### src/rtl/seg7_scan_driver.sv
// Double-buffered, guard-interval scanned driver for common-anode 7-segment digits.
// Define SEG7_LZ_SUPPRESS_EN to enable leading-zero suppression.
module seg7_scan_driver #(
    parameter int DIGITS      = 8,
    parameter int REFRESH_DIV = 100000,
    parameter int GUARD       = 2
) (
    input  logic                clk,
    input  logic                rst_n,
    input  logic [4*DIGITS-1:0] data,
    input  logic [DIGITS-1:0]   dp_in,
    input  logic [DIGITS-1:0]   blank,
    input  logic                load,
    output logic [6:0]          a2g,
    output logic                dp,
    output logic [DIGITS-1:0]   an,
    output logic                frame_done
);

    localparam int PW = (REFRESH_DIV > 1) ? $clog2(REFRESH_DIV) : 1;
    localparam int IW = (DIGITS > 1) ? $clog2(DIGITS) : 1;
    localparam logic [PW-1:0]     P_LAST = PW'(REFRESH_DIV - 1);
    localparam logic [IW-1:0]     I_LAST = IW'(DIGITS - 1);
    localparam logic [PW-1:0]     G_LIM  = PW'(GUARD);
    localparam logic [DIGITS-1:0] ONE    = DIGITS'(1);

    if (DIGITS < 1 || DIGITS > 16) begin : g_bad_digits
        $error("seg7_scan_driver: DIGITS must be in 1..16");
    end
    if (GUARD < 0) begin : g_bad_guard
        $error("seg7_scan_driver: GUARD must be >= 0");
    end
    if (REFRESH_DIV < GUARD + 1) begin : g_bad_div
        $error("seg7_scan_driver: REFRESH_DIV must be >= GUARD+1");
    end

    function automatic logic [6:0] seg(input logic [3:0] v);
        logic [6:0] s;
        unique case (v)
            4'h0: s = 7'h40;
            4'h1: s = 7'h79;
            4'h2: s = 7'h24;
            4'h3: s = 7'h30;
            4'h4: s = 7'h19;
            4'h5: s = 7'h12;
            4'h6: s = 7'h02;
            4'h7: s = 7'h78;
            4'h8: s = 7'h00;
            4'h9: s = 7'h10;
            4'hA: s = 7'h08;
            4'hB: s = 7'h03;
            4'hC: s = 7'h46;
            4'hD: s = 7'h21;
            4'hE: s = 7'h06;
            4'hF: s = 7'h0E;
        endcase
        return s;
    endfunction

    logic [PW-1:0]       prescaler;
    logic [IW-1:0]       idx;
    logic                pending;
    logic [4*DIGITS-1:0] pend_data;
    logic [4*DIGITS-1:0] act_data;
    logic [DIGITS-1:0]   pend_dp;
    logic [DIGITS-1:0]   act_dp;
    logic [DIGITS-1:0]   pend_blank;
    logic [DIGITS-1:0]   act_blank;
    logic                slot_end;
    logic                frame_end;

    assign slot_end  = (prescaler == P_LAST);
    assign frame_end = slot_end && (idx == I_LAST);

    // Active buffer only ever changes on the frame boundary edge.
    always_ff @(posedge clk or negedge rst_n) begin
        if (!rst_n) begin
            prescaler  <= '0;
            idx        <= '0;
            pending    <= 1'b0;
            pend_data  <= '0;
            pend_dp    <= '0;
            pend_blank <= '1;
            act_data   <= '0;
            act_dp     <= '0;
            act_blank  <= '1;
        end else begin
            prescaler <= slot_end ? '0 : prescaler + 1'b1;
            if (slot_end) begin
                idx <= (idx == I_LAST) ? '0 : idx + 1'b1;
            end
            if (load) begin
                pend_data  <= data;
                pend_dp    <= dp_in;
                pend_blank <= blank;
                pending    <= 1'b1;
            end
            if (frame_end) begin
                pending <= 1'b0;
                if (load) begin
                    act_data  <= data;
                    act_dp    <= dp_in;
                    act_blank <= blank;
                end else if (pending) begin
                    act_data  <= pend_data;
                    act_dp    <= pend_dp;
                    act_blank <= pend_blank;
                end
            end
        end
    end

    logic [3:0] nib;
    logic       in_guard;

    assign nib      = act_data[{idx, 2'b00} +: 4];
    assign in_guard = (GUARD > 0) && (prescaler < G_LIM);

`ifdef SEG7_LZ_SUPPRESS_EN
    logic [DIGITS-1:0] sup;

    // Zeros above the most significant non-zero nibble are suppressed.
    always_comb begin
        logic seen;
        seen = 1'b0;
        sup  = '0;
        for (int i = DIGITS - 1; i > 0; i--) begin
            if (act_data[4*i +: 4] != 4'h0) seen = 1'b1;
            sup[i] = ~seen;
        end
    end
`endif

    logic [DIGITS-1:0] an_nx;
    logic [6:0]        seg_nx;
    logic              dp_nx;

    always_comb begin
        an_nx  = '1;
        seg_nx = 7'h7F;
        dp_nx  = 1'b1;
        if (!in_guard && !act_blank[idx]) begin
`ifdef SEG7_LZ_SUPPRESS_EN
            if (sup[idx]) begin
                if (act_dp[idx]) begin
                    an_nx = ~(ONE << idx);
                    dp_nx = 1'b0;
                end
            end else
`endif
            begin
                an_nx  = ~(ONE << idx);
                seg_nx = seg(nib);
                dp_nx  = ~act_dp[idx];
            end
        end
    end

    always_ff @(posedge clk or negedge rst_n) begin
        if (!rst_n) begin
            an         <= '1;
            a2g        <= 7'h7F;
            dp         <= 1'b1;
            frame_done <= 1'b0;
        end else begin
            an         <= an_nx;
            a2g        <= seg_nx;
            dp         <= dp_nx;
            frame_done <= frame_end;
        end
    end

endmodule

### config.mk
export PLATFORM = sky130hd
export DESIGN_NAME = seg7_scan_driver
export DESIGN_NICKNAME = d
export VERILOG_FILES = /design/src/rtl/seg7_scan_driver.sv
export SDC_FILE = /design/constraint.sdc
export NUM_CORES = 1
export LEC_CHECK = 0
export ABC_AREA = 0
export BUFFER_PORTS_ARGS = -buffer_cell sky130_fd_sc_hd__buf_2
export CAP_MARGIN = 0
export CORE_MARGIN = 2
export CORE_UTILIZATION = 52
export CTS_BUF_LIST = sky130_fd_sc_hd__clkbuf_16
export DETAILED_ROUTE_END_ITERATION = 16
export PLACE_DENSITY = 0.75
export SYNTH_ARGS = -nofsm -noshare
export SYNTH_HDL_FRONTEND = slang
export SYNTH_SLANG_ARGS = --single-unit
### constraint.sdc
create_clock -name clk -period 2.5 [get_ports clk]
set_input_delay 0.125 -clock clk [delete_from_list [all_inputs] [get_ports clk]]
set_output_delay 0.125 -clock clk [all_outputs]
set_load 0.1 [all_outputs]
== Word level (Yosys, flattened, before mapping) ==
Memories as Yosys holds them, arrays and structs flattened.
Cells that the tools add are included.

* $add $sub $neg: 2
* Order comparisons: 2
* Eq/ne operators: 2
* Shifts and indexed selects: 2
* Mux-type cells: 17
* Bitwise gates (word level): 2
* Reductions and logical operators: 7

{| class="wikitable"
|+ Operators by type and width
! cell !! count
|-
| $mux 32 || 2
|-
| $mux 8 || 5
|-
| $shiftx 32x6->4 || 1
|-
| $add 17x1->17 const B || 1
|-
| $eq 17x17->1 const B || 1
|-
| $lt 17x2->1 const B || 1
|-
| $mux 17 || 1
|-
| $not 8->8 || 1
|-
| $shl 1x3->8 const A || 1
|-
| $mux 7 || 1
|-
| $bmux 1 s3 || 2
|-
| $mux 1 || 5
|-
| $lt 3x4->1 const B || 1
|-
| $reduce_bool 2->1 || 2
|-
| $add 3x1->3 const B || 1
|-
| $eq 3x3->1 const B || 1
|-
| $mux 3 || 1
|-
| $logic_and 1x1->1 || 2
|-
| $logic_not 1->1 || 2
|-
| $reduce_and 2->1 || 1
|-
| $not 1->1 || 1
|}

* Register bits: 134
* Memory bits (read-only): 112
* Output and inout bits: 17
* Memories kept: 1

{| class="wikitable"
|+ Memory list
! memory !! depth !! width !! read ports !! clocked after memory_dff !! wr ports !! line !! source
|-
| (name not given) || 16 || 7 || 1 || 0 || 0 || 39 || <nowiki>unique case (v)</nowiki>
|}

== Longest topological paths before layout ==
* Depth in word-level cells: 5
* Gate-level depth with buffers: 11
* Mapped depth without buffers: 9

== Worst setup path before layout ==
Ideal clock, no wire load.

* Path kind: reg2reg
* Start: register idx[0]
* End: register a2g[3]
* Library setup time: 0.091 ns
* Arrival: 2.438 ns
* Slack: -0.029 ns
* Stages on the path, launching flop included: 9
* Buffers on the path: 2
* Cells stage by stage: dfrtp_1 -> clkbuf_1 -> buf_2 -> mux4_2 -> mux2_2 -> ha_1 -> mux2_2 -> mux2i_1 -> nand2_1

* Longest elaborated chain between the ends: 5
* Elaborated cells between the ends (all ways): 7
* Classes of those cells: 1 x shift; 3 x mux; 2 x reduce/logical; 1 x memory

{| class="wikitable"
|+ RTL lines
! what !! line !! source
|-
| start, declared || 61 || <nowiki>logic [IW-1:0] idx;</nowiki>
|-
| start signal, assigned || 90 || <nowiki>idx <= (idx == I_LAST) ? '0 : idx + 1'b1;</nowiki>
|-
| branches (longest 4 deep; another with $mem_v2 16x7) || n/a ||
|-
| $mux 7 (*) || 142 || <nowiki>if (!in_guard && !act_blank[idx]) begin</nowiki>
|-
| net seg_nx[3] || 135 || <nowiki>logic [6:0] seg_nx;</nowiki>
|-
| end signal, assigned || 167 || <nowiki>a2g <= seg_nx;</nowiki>
|-
| end, declared || 14 || <nowiki>output logic [6:0] a2g,</nowiki>
|}

Mark *: on every way through the listed nets, which the timed path passes. The select of a mux whose other input is x is not followed.
A chain may end at the register's enable or synchronous reset.

== Worst setup path after layout ==
* Start: register idx[0]
* End: register a2g[0]

The elaborated chain is that of the path after synthesis.

==> results.sh <==
export IMPL_outcome="finished clean"
export IMPL_rr_startpoint="idx[0]$_DFFE_PN0N_"
export IMPL_yosys_top_cells_area="dfrtp_1 44%, mux2_2 15%, dfstp_2 15%"
export IMPL_pin_count_of_the_biggest_net_entering_global_routing=57
export IMPL_core_area_mm2=0.0108
export IMPL_power_uw=4870
export IMPL_cts_path_max_buffers=2
export IMPL_crit_path_end_kind="flip-flop"
export IMPL_worstSetupPathType="reg2reg"
export IMPL_timing_final_crit_share_pct=89.3
export IMPL_internal_power_uw=3850
export IMPL_cp_data_required_time_ns=2.80
export IMPL_cts_root_buf="clkbuf_16"
export IMPL_dp_final_hpwl_um=7100
export IMPL_synth_cell_area_mm2=0.00579
export IMPL_ys_ff_latch=134
export IMPL_avgViaCountPerCell=5.24
export IMPL_syn_mean_instance_area_um2=14.9
export IMPL_finish_stage_setup_viols=0
export IMPL_timing_max_cap_violations=0
export IMPL_drt_initial_drc_count=128
export IMPL_max_vdd_ir_drop_v=0.000409
export IMPL_global_route_overflow_total=0
export IMPL_tritoncts_clock_tree="yes"
export IMPL_report_final_hold_viol_count=0
export IMPL_worst_min_delay_path_category="in2reg"
export IMPL_final_common_cell="dfrtp_1"
export IMPL_wirelength_um=11100
export IMPL_final_max_slew_viol_count=0
export IMPL_final_min_clock_period_ns=2.23
export IMPL_cts_buffers_inserted=17
export IMPL_p_leak_uw=0.00347
export IMPL_synthesis_nets=452
export IMPL_antennaDiodeCount=0
export IMPL_synth_cell_type_count=40
export IMPL_multi_input_area_mm2=0.00226
export IMPL_io_buffers=67
export IMPL_place_congestion=0.777
export IMPL_grtUsageTotal_pct=20.4
export IMPL_drive_gt1_share_pct=47.3
export IMPL_sw_share_pct=21.0
export IMPL_critical_path_startpoint="idx[0]$_DFFE_PN0N_"
export IMPL_synth_yosys_warnings=0
export IMPL_syn_to_final_growth_pct=27.0
export IMPL_worst_endpoint_arrival_ns=2.54
export IMPL_seq_area_mm2=0.00339
export IMPL_timing_setup_tns_ns=0
export IMPL_initial_core_utilization_pct=53.4
export IMPL_part_of_the_yosys_area_used_for_sequential_elements_pct=58.6
export IMPL_drt_antenna_net_count=0
export IMPL_floorplan_die_width_um=109
export IMPL_ctsHtreeMaxLevel=4
export IMPL_tightestPinTransition_ns=0.731
export IMPL_total_switching_power_uw=1020
export IMPL_fill_cells=742
export IMPL_startpoint_type="flip-flop"
export IMPL_max_clock_freq_mhz=448
export IMPL_grt_antenna_before_repair=0
export IMPL_dr_total_vias=3519
export IMPL_grt_first_pass_wirelength_um=18300
export IMPL_die_height_um=109
export IMPL_std_cell_rows=38
export IMPL_synthDominantCellAreaShare_pct=44.1
export IMPL_max_clock_skew_ns=0.00663
export IMPL_fin_nets=581
export IMPL_power_clock_fraction_pct=47.4
export IMPL_number_of_global_route_vias_before_repair=3735
export IMPL_comb_power_share_pct=5.8
export IMPL_yosys_area_top_type="dfrtp_1"
export IMPL_postSynthCellCount=389
export IMPL_num_io_pins=68
export IMPL_rsz0062_at_grt="no"
export IMPL_min_from="load"
export IMPL_clk_insertion_delay_late_ns=0.41
export IMPL_max_slew_margin_pct=51.3
export IMPL_clock_sinks=134
export IMPL_routedWlPerCell_um=16.5
export IMPL_post_cts_setup_buffers=0
export IMPL_drt_pre_antenna_iters=4
export IMPL_fp_dieArea_mm2=0.0120
export IMPL_worst_path_max_fanout=12
export IMPL_layout_common_cells="102 x dfrtp_1, 79 x mux2_2, 66 x buf_2"
export IMPL_seq_power_share_pct=46.8
export IMPL_cts_reportedPaths_clkPinSlew_ns=0.06
export IMPL_drc_violation_count_after_routing=0
export IMPL_power_density_mw_per_mm2=662
through the flow:
step | area (um^2) | instances | utilization, % | setup WS (ns) | hold slack, ns
floorplan | 5790 | 389 | - | 0.0511 | -0.171
global placement | 6310 | 590 | 58.2 | 0.325 | 0.222
detailed placement | 6310 | 590 | 58.2 | 0.291 | 0.232
CTS | 7340 | 670 | 67.7 | 0.272 | 0.00131
global route | 7350 | 671 | 67.8 | 0.129 | 0.151
finish | 7350 | 671 | 67.8 | 0.268 | 0.110
area by class of cell:
| type | count | area share [%] |
|---|---|---|
| Inverter | 9 | 0.459 |
| Sequential cell | 134 | 46.2 |
| Clock buffer | 17 | 5.79 |
| Timing Repair Buffer | 127 | 12.7 |
| Multi-Input combinational cell | 229 | 30.8 |
| Clock inverter | 15 | 1.68 |
| Tap cell | 140 | 2.38 |
final timing paths:
check                      slack (ns)                      to  cells past startpoint
max                              0.27        a2g[0]$_DFF_PN1_                      7
min                              0.11     pending$_DFFE_PN0P_                      3
max reg2reg                      0.27        a2g[0]$_DFF_PN1_                      7
min reg2reg                      0.48  prescaler[0]$_DFF_PN0_                      1
max in group asynchronous        1.39         an[0]$_DFF_PN1_                      3
min in group asynchronous        0.31  prescaler[2]$_DFF_PN0_                      2
critical path: stages, from the launching register on:
cell	delay (ns)
dfrtp_1	0.34
buf_4	0.23
mux4_2	0.53
mux2i_1	0.41
buf_4	0.25
nand2b_1	0.11
o22ai_1	0.13
o21ai_0	0.12
registers in the layout, indices dropped and copies added, names as in the netlist:
signal,flops
act_data,32
pend_data,32
prescaler,17
act_blank,8
act_dp,8
an,8
pend_blank,8
pend_dp,8
a2g,7
idx,3
dp,1
frame_done,1
pending,1
cell usage after synthesis, drive strengths merged:
| library cell | number |
|---|---|
| or4 | 3 |
| and2 | 2 |
| nand3b | 1 |
| clkbuf | 5 |
| a21oi | 3 |
| nor3b | 1 |
| or2 | 1 |
| nor2 | 15 |
| a21boi | 1 |
| a22o | 1 |
| o21ai | 4 |
| and3 | 1 |
| xnor2 | 11 |
| nand4 | 3 |
| xor2 | 3 |
| o221ai | 3 |
| nor4 | 3 |
| inv | 9 |
| a32oi | 1 |
| nand2b | 3 |
| nor2b | 2 |
| mux2 | 99 |
| o211ai | 3 |
| ha | 12 |
| and4 | 2 |
| dfstp | 32 |
| o22ai | 1 |
| nand3 | 8 |
| nand2 | 21 |
| mux2i | 5 |
| nor3 | 4 |
| buf | 12 |
| dfrtp | 102 |
| mux4 | 12 |
layer usage:
layer / part of all wire (%) / global-route usage, % / vias to the layer above / routed length [um]
met5: 0 / 0 / - / 0
met4: 1.4 / 7.50 / 0 / 153
met3: 4.3 / 5.63 / 14 / 473
met2: 48 / 31.8 / 92 / 5350
met1: 46 / 27.5 / 1771 / 5120
li1: - / - / 1642 / -
repair_timing:
action                    4_1_cts  5_1_grt
hold endpoints to repair       84        1
hold buffers                   48        1
resized for setup               0        0
cell families (layout without fill, tap and decap cells):
| kind of cell | after synthesis | count (layout) | synth area share, % |
|---|---|---|---|
| xor+xnor | 14 | 14 | 2.12 |
| simple gates | 70 | 70 | 6.27 |
| compound gates | 17 | 17 | 2.05 |
| mux | 116 | 116 | 26.1 |
| flops | 134 | 134 | 58.6 |
| buf+inv | 26 | 168 | 2.23 |
| fa+ha+maj | 12 | 12 | 2.59 |
power by group through the flow:
stage | clock (uW) | combinational (uW) | sequential, uW
detailed placement | 0 | 227 | 2310
global placement | 0 | 220 | 2310
floorplan | 0 | 110 | 2310
CTS | 2330 | 286 | 2280
finish | 2310 | 282 | 2280
global route | 2440 | 313 | 2280
No activity file was read; power rests on OpenSTA's default activity.
